===== config.mk =====
export PLATFORM = sky130hd
export DESIGN_NAME = instr_fetch_unit
export DESIGN_NICKNAME = d
export VERILOG_FILES = /design/src/rtl/instr_fetch_unit_pkg.sv /design/src/rtl/instr_fetch_unit_fetch_queue.sv /design/src/rtl/instr_fetch_unit.sv
export SDC_FILE = /design/constraint.sdc
export NUM_CORES = 1
export LEC_CHECK = 0
export BUFFER_PORTS_ARGS = -buffer_cell sky130_fd_sc_hd__clkbuf_2
export CORE_UTILIZATION = 46
export DETAILED_ROUTE_END_ITERATION = 7
export PLACE_DENSITY = 0.68
export SLEW_MARGIN = 40
export SYNTH_ARGS = -nofsm -noshare
export SYNTH_HDL_FRONTEND = slang
export SYNTH_SLANG_ARGS = --single-unit

===== constraint.sdc =====
create_clock -name clk -period 4.38 [get_ports clk]
set_clock_uncertainty 0.2 [all_clocks]
set_input_delay 0.657 -clock clk [delete_from_list [all_inputs] [get_ports clk]]
set_output_delay 0.657 -clock clk [all_outputs]
set_load 0.005 [all_outputs]

===== src/rtl/instr_fetch_unit_pkg.sv =====
// Shared types and constants for the instruction fetch unit and its queue.
package instr_fetch_unit_pkg;

  typedef enum logic {
    FETCH   = 1'b0,
    DISCARD = 1'b1
  } fetch_state_e;

  localparam int          FETCH_QDEPTH = 2;
  localparam logic [31:0] RESET_PC     = 32'h0;

  typedef struct packed {
    logic [31:0] pcplus4;
    logic [31:0] instr;
  } fetch_entry_t;

  function automatic logic [31:0] word_align(input logic [31:0] addr);
    return {addr[31:2], 2'b00};
  endfunction

endpackage


===== src/rtl/instr_fetch_unit_fetch_queue.sv =====
// Two-entry FIFO between instruction memory and decode; head is driven from storage registers.
module fetch_queue
  import instr_fetch_unit_pkg::*;
(
  input  logic         clk,
  input  logic         rst_n,
  input  logic         i_push,
  input  logic         i_pop,
  input  logic         i_flush,
  input  fetch_entry_t i_push_data,
  output logic [1:0]   o_count,
  output fetch_entry_t o_head
);

  localparam logic [1:0] QFULL = 2'(FETCH_QDEPTH);

  fetch_entry_t r_mem [FETCH_QDEPTH];
  logic         r_rd;
  logic         r_wr;
  logic [1:0]   r_count;
  logic         w_do_push;
  logic         w_do_pop;

  assign w_do_push = i_push & (r_count != QFULL);
  assign w_do_pop  = i_pop & (r_count != 2'd0);

  always_ff @(posedge clk or negedge rst_n) begin
    if (!rst_n) begin
      for (int i = 0; i < FETCH_QDEPTH; i++) r_mem[i] <= '0;
      r_rd    <= 1'b0;
      r_wr    <= 1'b0;
      r_count <= 2'd0;
    end else if (i_flush) begin
      // Stale entries stay in storage but are unreachable once count is zero.
      r_rd    <= 1'b0;
      r_wr    <= 1'b0;
      r_count <= 2'd0;
    end else begin
      if (w_do_push) begin
        r_mem[r_wr] <= i_push_data;
        r_wr        <= ~r_wr;
      end
      if (w_do_pop) r_rd <= ~r_rd;
      r_count <= r_count + {1'b0, w_do_push} - {1'b0, w_do_pop};
    end
  end

  assign o_count = r_count;
  assign o_head  = r_mem[r_rd];

endmodule


===== src/rtl/instr_fetch_unit.sv =====
// Fetch stage: issues word fetches, buffers returned instructions for decode, handles redirects.
module instr_fetch_unit
  import instr_fetch_unit_pkg::*;
(
  input  logic        clk,
  input  logic        rst_n,
  output logic        imem_req,
  output logic [31:0] imem_addr,
  input  logic        imem_ack,
  input  logic [31:0] imem_rdata,
  input  logic        redirect_valid,
  input  logic [31:0] redirect_pc,
  input  logic        stall_d,
  output logic        instr_valid_d,
  output logic [31:0] instr_d,
  output logic [31:0] pcplus4_d
);

  localparam logic [1:0] QFULL = 2'(FETCH_QDEPTH);

  fetch_state_e r_state;
  fetch_state_e w_state_nxt;
  logic [31:0]  r_pc;
  logic [31:0]  r_tgt;
  logic [31:0]  w_pc_nxt;
  logic [31:0]  w_tgt_nxt;
  logic [31:0]  w_redirect_tgt;
  logic         r_req;
  logic         w_req_nxt;
  logic         w_xfer;
  logic         w_push;
  logic         w_pop;
  logic [1:0]   w_count;
  logic [1:0]   w_count_nxt;
  fetch_entry_t w_push_data;
  fetch_entry_t w_head;

  assign w_redirect_tgt = word_align(redirect_pc);
  assign w_xfer         = r_req & imem_ack;
  assign w_pop          = instr_valid_d & ~stall_d & ~redirect_valid;
  assign w_push         = w_xfer & ~redirect_valid & (r_state == FETCH);
  assign w_push_data    = '{pcplus4: r_pc + 32'd4, instr: imem_rdata};
  assign w_count_nxt    = redirect_valid ? 2'd0
                                         : w_count + {1'b0, w_push} - {1'b0, w_pop};

  fetch_queue u_queue (
    .clk         (clk),
    .rst_n       (rst_n),
    .i_push      (w_push),
    .i_pop       (w_pop),
    .i_flush     (redirect_valid),
    .i_push_data (w_push_data),
    .o_count     (w_count),
    .o_head      (w_head)
  );

  always_ff @(posedge clk or negedge rst_n) begin
    if (!rst_n) begin
      r_state <= FETCH;
      r_pc    <= RESET_PC;
      r_tgt   <= '0;
      r_req   <= 1'b0;
    end else begin
      r_state <= w_state_nxt;
      r_pc    <= w_pc_nxt;
      r_tgt   <= w_tgt_nxt;
      r_req   <= w_req_nxt;
    end
  end

  always_comb begin
    w_state_nxt = r_state;
    w_pc_nxt    = r_pc;
    w_tgt_nxt   = r_tgt;
    case (r_state)
      FETCH: begin
        if (redirect_valid) begin
          // An outstanding request cannot be withdrawn, so its data must be dropped later.
          if (r_req && !imem_ack) begin
            w_state_nxt = DISCARD;
            w_tgt_nxt   = w_redirect_tgt;
          end else begin
            w_pc_nxt = w_redirect_tgt;
          end
        end else if (w_xfer) begin
          w_pc_nxt = r_pc + 32'd4;
        end
      end
      DISCARD: begin
        if (redirect_valid) w_tgt_nxt = w_redirect_tgt;
        if (w_xfer) begin
          w_state_nxt = FETCH;
          w_pc_nxt    = redirect_valid ? w_redirect_tgt : r_tgt;
        end
      end
    endcase
    // Hold a raised request until accepted; otherwise request whenever a slot will be free.
    w_req_nxt = (r_req & ~imem_ack) | ((w_state_nxt == FETCH) & (w_count_nxt < QFULL));
  end

  assign imem_req      = r_req;
  assign imem_addr     = r_pc;
  assign instr_valid_d = (w_count != 2'd0);
  assign instr_d       = w_head.instr;
  assign pcplus4_d     = w_head.pcplus4;

endmodule


## Word-level counts from Yosys, hierarchy flattened

Cells that the tools add are included.

- Order comparisons: 4
- Eq/ne operators: 6
- Muxes and demuxes: 25
- Add/subtract/negate cells: 5
- Reductions and logical operators: 9
- Bitwise operators: 19

Operators by type and width:

| kind | number |
|---|---|
| 64-bit two-way mux | 4 |
| 32-bit two-way mux | 7 |
| 128-bit bitwise mux | 1 |
| 32-bit one-hot mux with 2 select lines | 2 |
| 64-bit demux with 1-bit select | 1 |
| 32-bit by 3-bit adder with 32-bit output (second input constant) | 1 |
| 1-bit bitwise AND | 9 |
| 1-bit two-way mux | 7 |
| 1-bit inverter | 7 |
| 3-bit != test (second input constant) | 2 |
| 2-bit nonzero test | 3 |
| 2-bit by 1-bit adder with 2-bit output | 2 |
| 2-bit greater-or-equal comparator (second input constant) | 2 |
| 2-bit two-way mux | 2 |
| 2-bit by 1-bit != test with 1-bit output (second input constant) | 2 |
| 2-bit != test (second input constant) | 2 |
| 1-bit inverter with 2-bit output | 2 |
| 2-bit AND reduction | 2 |
| 2-bit by 1-bit subtractor with 2-bit output | 2 |
| 3-bit AND reduction | 1 |
| 1-bit logical AND | 2 |
| 2-bit by 1-bit less-than comparator with 1-bit output (second input constant) | 1 |
| 2-bit less-than comparator (second input constant) | 1 |
| 1-bit one-hot mux with 2 select lines | 1 |
| other kinds (2) | 2 |

- Output and inout bits: 98
- Logic and storage cells: 79
- Register bits after elaboration: 198
- Input port bits: 69

## Depth between registers and ports, before layout

Gate-level depths: netlist of run 1.

- Depth in word-level cells: 9
- Depth in mapped cells: 9

## Hierarchy

From an unflattened synthesis of run 1, not the netlist that was laid out.

- Cells, all modules: 819
- Area, all modules: 10110.9 µm²

Modules (own cells, without submodules):

| module | area each (µm²) | cells each | seq. area each (µm²) | times used |
|---|---|---|---|---|
| fetch_queue | 5894.4 | 363 | 3303.2 | 1 |
| instr_fetch_unit | 4216.5 | 456 | 1651.6 | 1 |

## Least setup slack after synthesis of run 1

Ideal clock, no wire load.

- Path kind: input to register
- Start: input port redirect_valid
- End: register r_req, in the netlist imem_req
- Required time: 4093 ps
- Data arrival time: 2300 ps
- Stages: 9
- Buffers on the path: 3
- Slack: 1793 ps
- Cell sequence: clkbuf_1 buf_1 clkbuf_1 nor3_1 ha_1 nor2_1 xnor2_1 o21ai_0 a22oi_1

- Word-level cells in the longest chain between the ends: 9
- Elaborated cells between the ends (all ways): 13
- Those cells by class: add/sub: 2; order compare: 1; mux: 3; bitwise: 7

Ends and longest elaborated chain:

| element | line | text |
|---|---|---|
| start: declaration | instr_fetch_unit.sv:11 | `input logic redirect_valid,` |
| 1-bit inverter (no line) | n/a |  |
| 1-bit bitwise AND (2 in a row) | instr_fetch_unit.sv:41 | `assign w_push = w_xfer & ~redirect_valid & (r_state == FETCH);` |
| 2-bit by 1-bit adder with 2-bit output | instr_fetch_unit.sv:44 | `: w_count + {1'b0, w_push} - {1'b0, w_pop};` |
| 2-bit by 1-bit subtractor with 2-bit output | instr_fetch_unit.sv:44 |  |
| 2-bit two-way mux | instr_fetch_unit.sv:43 | `assign w_count_nxt = redirect_valid ? 2'd0` |
| 2-bit less-than comparator | instr_fetch_unit.sv:98 | `w_req_nxt = (r_req & ~imem_ack) \| ((w_state_nxt == FETCH) & (w_count_nxt < QFULL));` |
| 1-bit bitwise AND * | instr_fetch_unit.sv:98 |  |
| 1-bit OR * | instr_fetch_unit.sv:98 |  |
| via w_req_nxt | instr_fetch_unit.sv:29 | `logic w_req_nxt;` |
| end signal: assignment | instr_fetch_unit.sv:67 | `r_req <= w_req_nxt;` |
| end: declaration | instr_fetch_unit.sv:28 | `logic r_req;` |

Mark *: on every way through the listed nets, which the timed path passes. The rest lies on a longest branch.
A chain may end at the register's enable or synchronous reset.

## Final worst setup path of run 1

- Start: register u_queue.r_rd
- End: output port pcplus4_d[0]

- Word-level cells in the longest chain between the ends: 4

Ends and longest elaborated chain:

| element | line | text |
|---|---|---|
| start: declaration | instr_fetch_unit_fetch_queue.sv:18 | `logic r_rd;` |
| start signal: assignment | instr_fetch_unit_fetch_queue.sv:43 | `if (w_do_pop) r_rd <= ~r_rd;` |
| 1-bit inverter with 2-bit output (implied by the code) | instr_fetch_unit_fetch_queue.sv:49 | `assign o_head = r_mem[r_rd];` |
| 64-bit two-way mux (implied by the code) (3 in a row) | instr_fetch_unit_fetch_queue.sv:49 |  |
| end: declaration | instr_fetch_unit.sv:16 | `output logic [31:0] pcplus4_d` |

Every way passes these cells. The select of a mux whose other input is x is not followed.

==> key figures, run 1 <==
Worst setup path
  – Critical R2R Capture: r_tgt[6]
  – FF-to-FF Start: r_state
  – Endpoint type of the worst setup path: primary output
  – Crit-path cells: buf_4 -> mux2_2 -> clkbuf_2
  – Reg-to-reg slack, setup: approximately 1400 ps
  – Depth of the worst register-to-register path: 5
  – Worst path slowest cell: dfrtp_4
  – Setup Crit Path Kind: flop to primary output
  – Worst Path Arrival: between 2000 and 2500 ps
  – Max stage delay on crit path: 770 ps
  – Setup crit start kind: flop
  – CP Max Fanout: 37
  – CP Data Required Time: 3520 ps

Clock tree
  – PostCTS Resize Cnt: 0
  – H-tree levels: 4
  – Root buf cell: clkbuf_16
  – Clk_lat worst skew: ~430 ps
  – CTS Sinks: slightly below 200
  – Hold bufs inserted after CTS: 0
  – CTS tree: yes
  – Max Buffers Root-to-Sink: 2
  – Post-CTS Setup Bufs: 0
  – Clock slew seen by the registers of the worst setup and hold paths: roughly 70 ps
  – Total CTS buffers: 17

Place
  – Post-DP Area: 10530 µm²
  – RD Place Congestion: ~0.85
  – PortBufs: between 150 and 200
  – Post-DP HPWL: 15030 µm

Die
  – Core Area: 20170 µm²
  – Row count: 52
  – Io pins: 167
  – Initial core utilization: a little under half
  – Die area: roughly 21000 µm²
  – Chip height: about 150 µm
  – Chip width: roughly 150 µm

Logic synthesis
  – Gate Count Post-Synth: approximately 830
  – Top-area cell type share of the netlist area: about 52%
  – Syn Area/Cell: about 11 µm²
  – Yosys top cell by area: dfrtp_1
  – Post-synth ARST share: 100.0%
  – Top FF cell, synth: dfrtp_1
  – Ys Warns: 0
  – Commonest cells post-synth: dfrtp_1 (198), mux2_2 (169), nor2_1 (63), o21ai_0 (58)
  – Yosys reg bits: 198
  – Sequential-to-total area share from yosys stat: between 50% and 60%
  – Post-synth EDFFs: 0
  – Synth area leaders: dfrtp_1 (52%), mux2_2 (20%), o21ai_0 (3.1%)
  – Most common cell in the netlist: dfrtp_1
  – Distinct cell type count after synthesis: 52
  – Post-Syn Nets: 904
  – Post-Syn Area: 9458 µm²

Power and ir drop
  – Switching Power: 2.186 mW
  – Pint: 4.627 mW
  – Max VDD drop: approximately 0.28 mV
  – Pwr Total: 6.813 mW
  – Sequential power share: ~44%
  – Clock power frac: 23.5%
  – Comb power frac: 32.1%
  – PD cells: 611.8 nW/µm²
  – LEAKAGE: approximately 5 nW
  – Sw Ratio: between 30% and 40%

Routing
  – Initial DRT Pass Iterations: 8
  – Wire per inst: roughly 18 µm
  – Residual DRC count: 1
  – Post-route ant nets: 0
  – Final wirelength: 22220 µm
  – Via/cell ratio: between 5 and 6
  – Routed via count: a little under 7000
  – Initial drt markers: 379

Timing
  – Worst-Margin Slew: 834.9 ps
  – Max Fclk: approximately 320 MHz
  – Final min period: a little over 3000 ps
  – Setup total negative slack: 0 ps
  – Hold Vio Cnt, Final: 0
  – Final setup vio count: 0
  – Max Slew Vio Count: 0
  – Slew margin rel.: ~44%
  – Fin crit share: a little over two thirds
  – RSZ-0062 raised after global routing: false

Worst hold path
  – Hold crit path type: input port to async pin

Global route
  – Largest net degree at the start of global routing: between 90 and 100
  – Total grt overflow: 0
  – Antenna violations before repair: 0
  – First-pass GRT wire length: roughly 36000 µm
  – Overall Global Routing Usage: between 20% and 30%
  – Vias in the first global route: around 6700

Finish
  – Filler cells: between 1500 and 2000
  – Nets@finish: about 1000
  – Ant. Diodes: 0
  – Area grow syn2layout: 17.74%
  – Final core utilization: a little under three fifths
  – Final Instance Area: about 11000 µm²
  – Layout cells sized above 1: 39.51%

Outcome
  – Failing checks: design-rule violations
  – Run status: finished, violations left

Flow run
  – MaxCap Viol Count: 0
[power groups by stage]
stage / Sequential, mW / Combinational [mW] / Clock [mW]
floorplan: 2.87 / 1.45 / 0
global placement: 3.03 / 2.15 / 0
detailed placement: 3.05 / 2.20 / 0
CTS: 3.02 / 2.22 / 1.65
global route: 3.12 / 2.42 / 1.72
finish: 3.02 / 2.19 / 1.60
[per-layer routing]
layer | track usage (%) | vias to the layer above | wire length [µm]
li1 | - | 3254 | -
met1 | 31.43 | 3334 | 10550
met2 | 32.67 | 226 | 10120
met3 | 4.138 | 20 | 1202
met4 | 7.000 | 0 | 356
met5 | 0 | - | 0
[final cells by class]
type | instances | area, µm² | area share (%)
clock buffer | 21 | 450.4 | 4.045
clock inverter | 11 | 150.1 | 1.348
multi-input combinational | 558 | 4239 | 38.07
timing repair buffer | 176 | 932.1 | 8.371
inverter | 18 | 67.56 | 0.6067
tap | 270 | 337.8 | 3.034
sequential | 198 | 4959 | 44.53
[through the flow]
step / cells / hold WS [ps] / worst slack, ps
after global routing: 1252 / 104.0 / 1196
after global placement: 1220 / 255.5 / 1178
after floorplan: 831 / 161.4 / 1793
after CTS: 1252 / 76.14 / 1253
after detailed placement: 1220 / 264.4 / 1312
final: 1252 / 53.26 / 1295
[how the worst max path moves through the flow]
| stage | start | to | slack, ps | depth (start not counted) |
|---|---|---|---|---|
| after floorplan | redirect_valid | imem_req | 1790 | 9 |
| after global placement | redirect_valid | u_queue.r_mem[25] | 1180 | 5 |
| after detailed placement | redirect_valid | u_queue.r_mem[89] | 1310 | 7 |
| after CTS | u_queue.r_rd | instr_d[2] | 1250 | 3 |
| after global routing | u_queue.r_rd | instr_d[31] | 1200 | 3 |
| final | u_queue.r_rd | pcplus4_d[0] | 1290 | 3 |
[flip-flops by register name, indices dropped and copies added (netlist names)]
register	count
imem_addr	32
imem_req	1
r_state	1
r_tgt	32
u_queue.o_count	2
u_queue.r_mem	128
u_queue.r_rd	1
u_queue.r_wr	1
[critical path: cells and delay by family (launching register included)]
family	cells	cell delay, ps
buffers and inverters	2	610
DFF	1	770
muxes	1	390
[cells in the final DEF, fill, tap and decap left out, types with 5 or more instances in the layout]
cell	n
clkbuf_16	17
xnor2_1	28
clkinvlp_4	5
o21ai_0	58
mux2_2	169
o31a_1	9
nand4_1	8
nor3_1	5
and3_1	7
dfrtp_1	197
and2_1	5
a21oi_1	50
clkbuf_2	163
xor2_1	5
o22ai_1	9
nand2_1	50
a222oi_1	7
a22oi_1	11
o2bb2ai_1	6
nor2_1	63
buf_4	11
nand3_1	15
inv_1	18
[cells by family after synthesis]
group | synth area share, %
flops | 52.39
simple gates | 9.406
compound gates | 11.07
mux | 20.33
buf+inv | 3.215
xor+xnor | 3.056
fa+ha+maj | 0.5292
(Power assumes the default switching activity.)
==> run 2, diff against run 1 <==
--- a/config.mk
+++ b/config.mk
@@ -5,10 +5,11 @@
 export SDC_FILE = /design/constraint.sdc
 export NUM_CORES = 1
 export LEC_CHECK = 0
+export ABC_AREA = 1
 export BUFFER_PORTS_ARGS = -buffer_cell sky130_fd_sc_hd__clkbuf_2
 export CORE_UTILIZATION = 46
 export DETAILED_ROUTE_END_ITERATION = 7
-export PLACE_DENSITY = 0.68
+export PLACE_DENSITY = 0.7
 export SLEW_MARGIN = 40
 export SYNTH_ARGS = -nofsm -noshare
 export SYNTH_HDL_FRONTEND = slang
==> constraint.sdc (replaced) <==
create_clock -name clk -period 2.8 [get_ports clk]
set_clock_uncertainty 0.2 [all_clocks]
set_input_delay 0.42 -clock clk [delete_from_list [all_inputs] [get_ports clk]]
set_output_delay 0.42 -clock clk [all_outputs]
set_load 0.005 [all_outputs]
==> run 2 against run 1 <==
Compared with the run above: the flow now finishes without violations; sequential power increased by 65%; synthesized area rose by 0.62%; hold slack got worse by 45 ps; non-clock buffer count up 18; flip-flop and latch count did not move; via count up 21%; total power grew 74%; combinational power increased by 110%; global-route usage is 1.6 points higher; register-to-register slack lost 960 ps; first-iteration DRC count up 61%.
==> key figures, run 2 <==
Timing
  – RSZ-0062 raised after global routing: false
  – Hold Vio Cnt, Final: 0 (unchanged)
  – Final setup vio count: 0 (unchanged)
  – Max Fclk: just under 400 MHz
  – Setup total negative slack: 0 ps (unchanged)
  – Fin crit share: approximately nine tenths
  – Worst-Margin Slew: 667.2 ps (-167.7 ps)
  – Final min period: about 2500 ps
  – Slew margin rel.: 55.52% (+11 points)
  – Fin worst setup slack: 270.9 ps (-1024 ps)
  – Max Slew Vio Count: 0 (unchanged)

Logic synthesis
  – Top FF cell, synth: dfrtp_1
  – Sequential-to-total area share from yosys stat: 52.06% (-0.32 points)
  – Ys Warns: 0 (unchanged)
  – Synth area leaders: dfrtp_1 (52%), nand2_1 (19%), o21ai_0 (5.5%)
  – Syn Area/Cell: 7.700 µm² (-32%)
  – Post-synth ARST share: 100.0% (unchanged)
  – Most common cell in the netlist: nand2_1
  – Post-Syn Nets: 1309 (+45%)
  – Top-area cell type share of the netlist area: 52.06% (-0.32 points)
  – Yosys top cell by area: dfrtp_1
  – Yosys reg bits: 198 (unchanged)
  – Commonest cells post-synth: nand2_1 (474), dfrtp_1 (198), inv_1 (113), o21ai_0 (105), nor2_1 (100)
  – Post-synth EDFFs: 0 (unchanged)
  – Gate Count Post-Synth: 1236 (+49%)
  – Post-Syn Area: 9517 µm² (+0.62%)
  – Distinct cell type count after synthesis: 31 (-40%)

Global route
  – Overall Global Routing Usage: 23.25% (+1.6 points)
  – Total grt overflow: 0 (unchanged)
  – First-pass GRT wire length: 39460 µm (+8.8%)
  – Vias in the first global route: 7678 (+14%)
  – Largest net degree at the start of global routing: 69 (-25%)
  – Antenna violations before repair: 0 (unchanged)

Finish
  – Ant. Diodes: 0 (unchanged)
  – Nets@finish: 1460 (+40%)
  – Final Instance Area: 11280 µm² (+1.3%)
  – Commonest non-fill, non-tap cell in the layout: nand2_1
  – Commonest non-fill, non-tap cells in the layout: nand2_1 (474), dfrtp_1 (197), clkbuf_2 (163), inv_1 (113), o21ai_0 (105)
  – Max reg flops: 128 (unchanged)
  – Final core utilization: 55.77% (+0.56 points)
  – Reg with most FFs: u_queue.r_mem
  – Area grow syn2layout: 18.58%
  – Layout cells sized above 1: 16.64% (-23 points)

Routing
  – Post-route ant nets: 0 (unchanged)
  – Wire per inst: 14.11 µm (-21%)
  – Initial DRT Pass Iterations: 5 (-3)
  – Routed via count: 8285 (+21%)
  – Final wirelength: 23560 µm (+6.0%)
  – Residual DRC count: 0 (-1)
  – Initial drt markers: 612 (+61%)
  – Via/cell ratio: 4.961 (-9.1%)

Outcome
  – Run status: finished, final reports clean

Die
  – Row count: 52 (unchanged)
  – Die area: 21270 µm² (+0.61%)
  – Core Area: 20230 µm² (+0.32%)
  – Initial core utilization: 47.03% (+0.14 points)
  – Io pins: 167 (unchanged)
  – Chip height: 145.8 µm (+0.31%)
  – Chip width: 145.8 µm (+0.31%)

Power and ir drop
  – Max VDD drop: 0.5921 mV (+110%)
  – PD cells: 1049 nW/µm² (+72%)
  – LEAKAGE: 5.729 nW (+15%)
  – Pwr Total: 11.84 mW (+74%)

Place
  – RD Place Congestion: 0.8939 (+5.1%)
  – Post-Place Worst Slack: 467.6 ps (-844.1 ps)
  – Post-DP HPWL: 16320 µm (+8.6%)
  – Post-DP Area: 10610 µm² (+0.80%)
  – PortBufs: 164 (unchanged)

Flow run
  – MaxCap Viol Count: 0 (unchanged)

Clock tree
  – Clk_lat worst skew: 430 ps (about the same)
  – Post-CTS Setup Bufs: 0 (unchanged)
  – Clock slew seen by the registers of the worst setup and hold paths: 70 ps (about the same)
  – H-tree levels: 4 (unchanged)
  – Root buf cell: clkbuf_16
  – CTS Sinks: 198 (unchanged)
  – Total CTS buffers: 17 (unchanged)
  – CTS tree: yes
  – Max Buffers Root-to-Sink: 2 (unchanged)

Worst setup path
  – Setup Crit Path Kind: flop to primary output
  – CP Data Required Time: 2180 ps (-1340 ps)
  – Worst Path Arrival: 1910 ps (-320 ps)
  – Setup crit start kind: flop
  – CP Max Fanout: 67 (+81%)
  – Reg-to-reg slack, setup: 470 ps (-960 ps)
  – Endpoint type of the worst setup path: primary output
  – Depth of the worst register-to-register path: 8 (+3)

Worst hold path
  – Hold crit path type: input port to flop
  – Min-Delay Path Depth: 3
run 2: changes by cell type after synthesis, sizes merged, moves of 10 or more:
cell,previous run,this run
inv,18,118
o21ai,58,160
mux2,169,3
nor2,63,108
xnor2,28,4
a31oi,1,11
a21oi,51,26
nand2,51,477
run 2: through the flow:
step           std cells  hold WS (ps)
2_1_floorplan       1236        -75.59
3_5_place_dp        1626         248.9
4_1_cts             1670       0.02748
3_3_place_gp        1626         244.3
6_report            1670         8.582
5_1_grt             1670         6.132
run 2: layout make-up:
| class | count | area (µm²) |
|---|---|---|
| Fill cell | 1972 | 8950 |
| Sequential cell | 198 | 4959 |
| Multi-Input combinational cell | 858 | 3831 |
| Timing Repair Buffer | 194 | 1160 |
| Clock buffer | 21 | 450.4 |
| Inverter | 118 | 445.4 |
| Tap cell | 270 | 337.8 |
| Clock inverter | 11 | 101.3 |
run 2: report_power, final:
| group | switching, mW | internal (mW) |
|---|---|---|
| registers | 0.854 | 4.13 |
| logic | 2.76 | 1.75 |
| clock network | 1.09 | 1.25 |
| total | 4.70 | 7.14 |
run 2: cell families after synthesis:
| logic type | share of synthesized area (%) |
|---|---|
| simple gates | 25.19 |
| fa+ha+maj | 0.5259 |
| mux | 0.3550 |
| flops | 52.06 |
| buf+inv | 7.744 |
| compound gates | 12.46 |
| xor+xnor | 1.657 |
run 2: per-layer routing:
metal	part of all wire, %	track usage, %
met5	0	0
met4	1.0	5.053
met3	6.7	5.423
met2	44	34.88
met1	48	34.16
run 2: what timing repair did:
| item | 4_1_cts | 5_1_grt |
|---|---|---|
| resized for setup | 0 | 0 |
| endpoints found under the hold margin | 68 | 0 |
| hold buffers | 12 | 0 |
run 2: final timing paths:
| check | startpoint | endpoint |
|---|---|---|
| setup / recovery | u_queue.r_rd | instr_d[29] |
| hold / removal | redirect_pc[26] | r_tgt[26] |
| setup reg to reg | imem_addr[2] | imem_addr[16] |
| hold reg to reg | u_queue.r_mem[27] | u_queue.r_mem[27] |
| max in group asynchronous | rst_n | u_queue.r_mem[23] |
| min in group asynchronous | rst_n | u_queue.r_mem[77] |
run 2: critical path, cell delays in order, from the launching register on:
cell and delay (ps):
dfrtp_4 860, buf_4 320, nand2_1 60, o21ai_0 90, clkbuf_2 150
==> run 3, diff against run 2 <==
==> constraint.sdc (replaced) <==
create_clock -name clk -period 2.8 [get_ports clk]
set_clock_uncertainty 0.2 [all_clocks]
set_input_delay 0.14 -clock clk [delete_from_list [all_inputs] [get_ports clk]]
set_output_delay 0.14 -clock clk [all_outputs]
set_load 0.005 [all_outputs]
==> run 3 against run 2 <==
Compared with the run above: die area unchanged; critical path depth increased by 6; final area increased by 5.0%; sequential power about the same; cell count increased by 3.0%; combinational power increased by 2%; routed wire length increased by 3.4%.
==> key figures, run 3 (synthesized netlist as in run 2, its figures left out) <==
Timing
  – Setup total negative slack: 0 ps (unchanged)
  – Worst-Margin Slew: 777.2 ps (+110.0 ps)
  – Max Slew Vio Count: 0 (unchanged)
  – Fin worst setup slack: 399.7 ps (+128.8 ps)
  – RSZ-0062 raised after global routing: false
  – Max Fclk: 416.6 MHz (+5.4%)
  – Fin crit share: 85.72% (-4.6 points)
  – Final setup vio count: 0 (unchanged)
  – Final min period: 2400 ps (-128.8 ps)
  – Hold Vio Cnt, Final: 0 (unchanged)
  – Slew margin rel.: 48.19% (-7.3 points)

Die
  – Io pins: 167 (unchanged)
  – Core Area: 20230 µm² (unchanged)
  – Chip height: 145.8 µm (unchanged)
  – Die area: 21270 µm² (unchanged)
  – Chip width: 145.8 µm (unchanged)
  – Initial core utilization: 47.03% (unchanged)
  – Row count: 52 (unchanged)

Routing
  – Final wirelength: 24370 µm (+3.4%)
  – Routed via count: 8431 (+1.8%)
  – Post-route ant nets: 0 (unchanged)
  – Wire per inst: 14.17 µm (+0.43%)
  – Via/cell ratio: 4.902 (-1.2%)
  – Residual DRC count: 0 (unchanged)
  – Initial drt markers: 571 (-6.7%)
  – Initial DRT Pass Iterations: 5 (unchanged)

Power and ir drop
  – LEAKAGE: 5.973 nW (+4.3%)
  – Max VDD drop: 0.5991 mV (+1.2%)
  – PD cells: 1022 nW/µm² (-2.6%)

Finish
  – Max reg flops: 128 (unchanged)
  – Layout cells sized above 1: 15.93% (-0.71 points)
  – Area grow syn2layout: 24.55%
  – Reg with most FFs: u_queue.r_mem
  – Commonest non-fill, non-tap cell in the layout: nand2_1
  – Final Instance Area: 11850 µm² (+5.0%)
  – Ant. Diodes: 0 (unchanged)
  – Nets@finish: 1510 (+3.4%)
  – Commonest non-fill, non-tap cells in the layout: nand2_1 (474), dfrtp_1 (197), clkbuf_2 (163), inv_1 (113), o21ai_0 (105)
  – Filler cells: 1822 (-7.6%)

Place
  – Post-Place Worst Slack: 544.9 ps (+77.29 ps)
  – PortBufs: 164 (unchanged)
  – RD Place Congestion: 0.8996 (+0.64%)
  – Post-DP HPWL: 16160 µm (-0.97%)
  – Post-DP Area: 10560 µm² (-0.47%)

Worst setup path
  – Worst Path Arrival: 2540 ps (+630 ps)
  – Setup crit start kind: input port
  – Beginning of the critical path: redirect_valid
  – Setup Crit Path Kind: input port to flop
  – FF-to-FF Start: imem_addr[2]
  – Depth of the worst register-to-register path: 8 (unchanged)
  – CP Max Fanout: 68 (+1.5%)
  – CP endpoint: u_queue.r_mem[53]
  – Reg-to-reg slack, setup: 500 ps (+30 ps)
  – CP Data Required Time: 2940 ps (+760 ps)
  – Critical R2R Capture: imem_addr[12]
  – Endpoint type of the worst setup path: flop

Outcome
  – Run status: finished, final reports clean

Clock tree
  – CTS tree: yes
  – Total CTS buffers: 17 (unchanged)
  – Clock slew seen by the registers of the worst setup and hold paths: 80 ps (about the same)
  – H-tree levels: 4 (unchanged)
  – Root buf cell: clkbuf_16
  – Post-CTS Setup Bufs: 0 (unchanged)
  – Clk_lat worst skew: 430 ps (about the same)
  – Max Buffers Root-to-Sink: 2 (unchanged)
  – CTS Sinks: 198 (unchanged)

Global route
  – Antenna violations before repair: 0 (unchanged)
  – First-pass GRT wire length: 41310 µm (+4.7%)
  – Vias in the first global route: 8125 (+5.8%)
  – Overall Global Routing Usage: 24.28% (+1.0 points)
  – Total grt overflow: 0 (unchanged)
  – Largest net degree at the start of global routing: 84 (+22%)

Worst hold path
  – Hold crit path type: input port to async pin

Flow run
  – MaxCap Viol Count: 0 (unchanged)
-- run 3: cell types whose count changed in the layout (fill, tap and decap cells not counted), sizes merged --
| cell | before | now |
|---|---|---|
| clkinvlp | 4 | 1 |
| inv | 120 | 122 |
| dlygate4sd3 | 12 | 66 |
| bufinv | 1 | 2 |
| buf | 18 | 14 |
-- run 3: how the worst min path moves through the flow --
stage,endpoint,slack (ps)
global placement,u_queue.r_mem[77],30
detailed placement,u_queue.r_mem[77],30
global route,u_queue.r_mem[77],150
floorplan,imem_addr[0],-360
finish,u_queue.r_mem[77],80
CTS,u_queue.r_mem[77],130
-- run 3: what timing repair did --
item / in CTS / in global routing
endpoints found under the hold margin: 203 / 0
endpoints found under the setup margin: 0 / 0
gates resized for setup: 0 / 0
hold buffers: 66 / 0
-- run 3: layout make-up --
class / count / area (µm²) / share of cell area, %
sequential: 198 / 4959 / 41.83
multi-input combinational: 858 / 3831 / 32.32
clock inverter: 11 / 138.9 / 1.172
tap: 270 / 337.8 / 2.850
clock buffer: 21 / 470.5 / 3.969
timing repair buffer: 244 / 1670 / 14.09
inverter: 118 / 445.4 / 3.758
-- run 3: stage by stage --
stage                     hold WS [ps]  std cells  total power [mW]  utilization, %
after floorplan                 -355.6       1236             7.637               -
after CTS                        134.4       1719             12.15           58.48
after detailed placement         34.31       1621             9.513           52.20
after global placement           31.33       1621             9.374           52.19
final                            81.88       1720             12.11           58.58
after global routing             151.0       1720             13.12           58.58
-- run 3: worst max-delay path, stage by stage --
cell and delay (ps):
dlygate4sd3_1 540, clkbuf_2 240, nor2_1 230, inv_2 70, nor2_2 110, nand2_2 130, nor2_4 140, buf_4 590
nor2_1 80, a31oi_1 180
-- run 3: layer usage --
metal	vias up	global-route usage, %	part of all wire, %
met5	-	0	0
met4	0	6.474	1.3
met3	23	4.765	6.1
met2	246	37.01	45
met1	3893	35.33	48
li1	4269	-	-
-- run 3: report_power, final --
part / switching [mW] / total, mW / internal (mW)
registers: 0.829 / 4.96 / 4.13
clock network: 1.13 / 2.54 / 1.41
logic: 2.81 / 4.61 / 1.80
total: 4.77 / 12.1 / 7.34
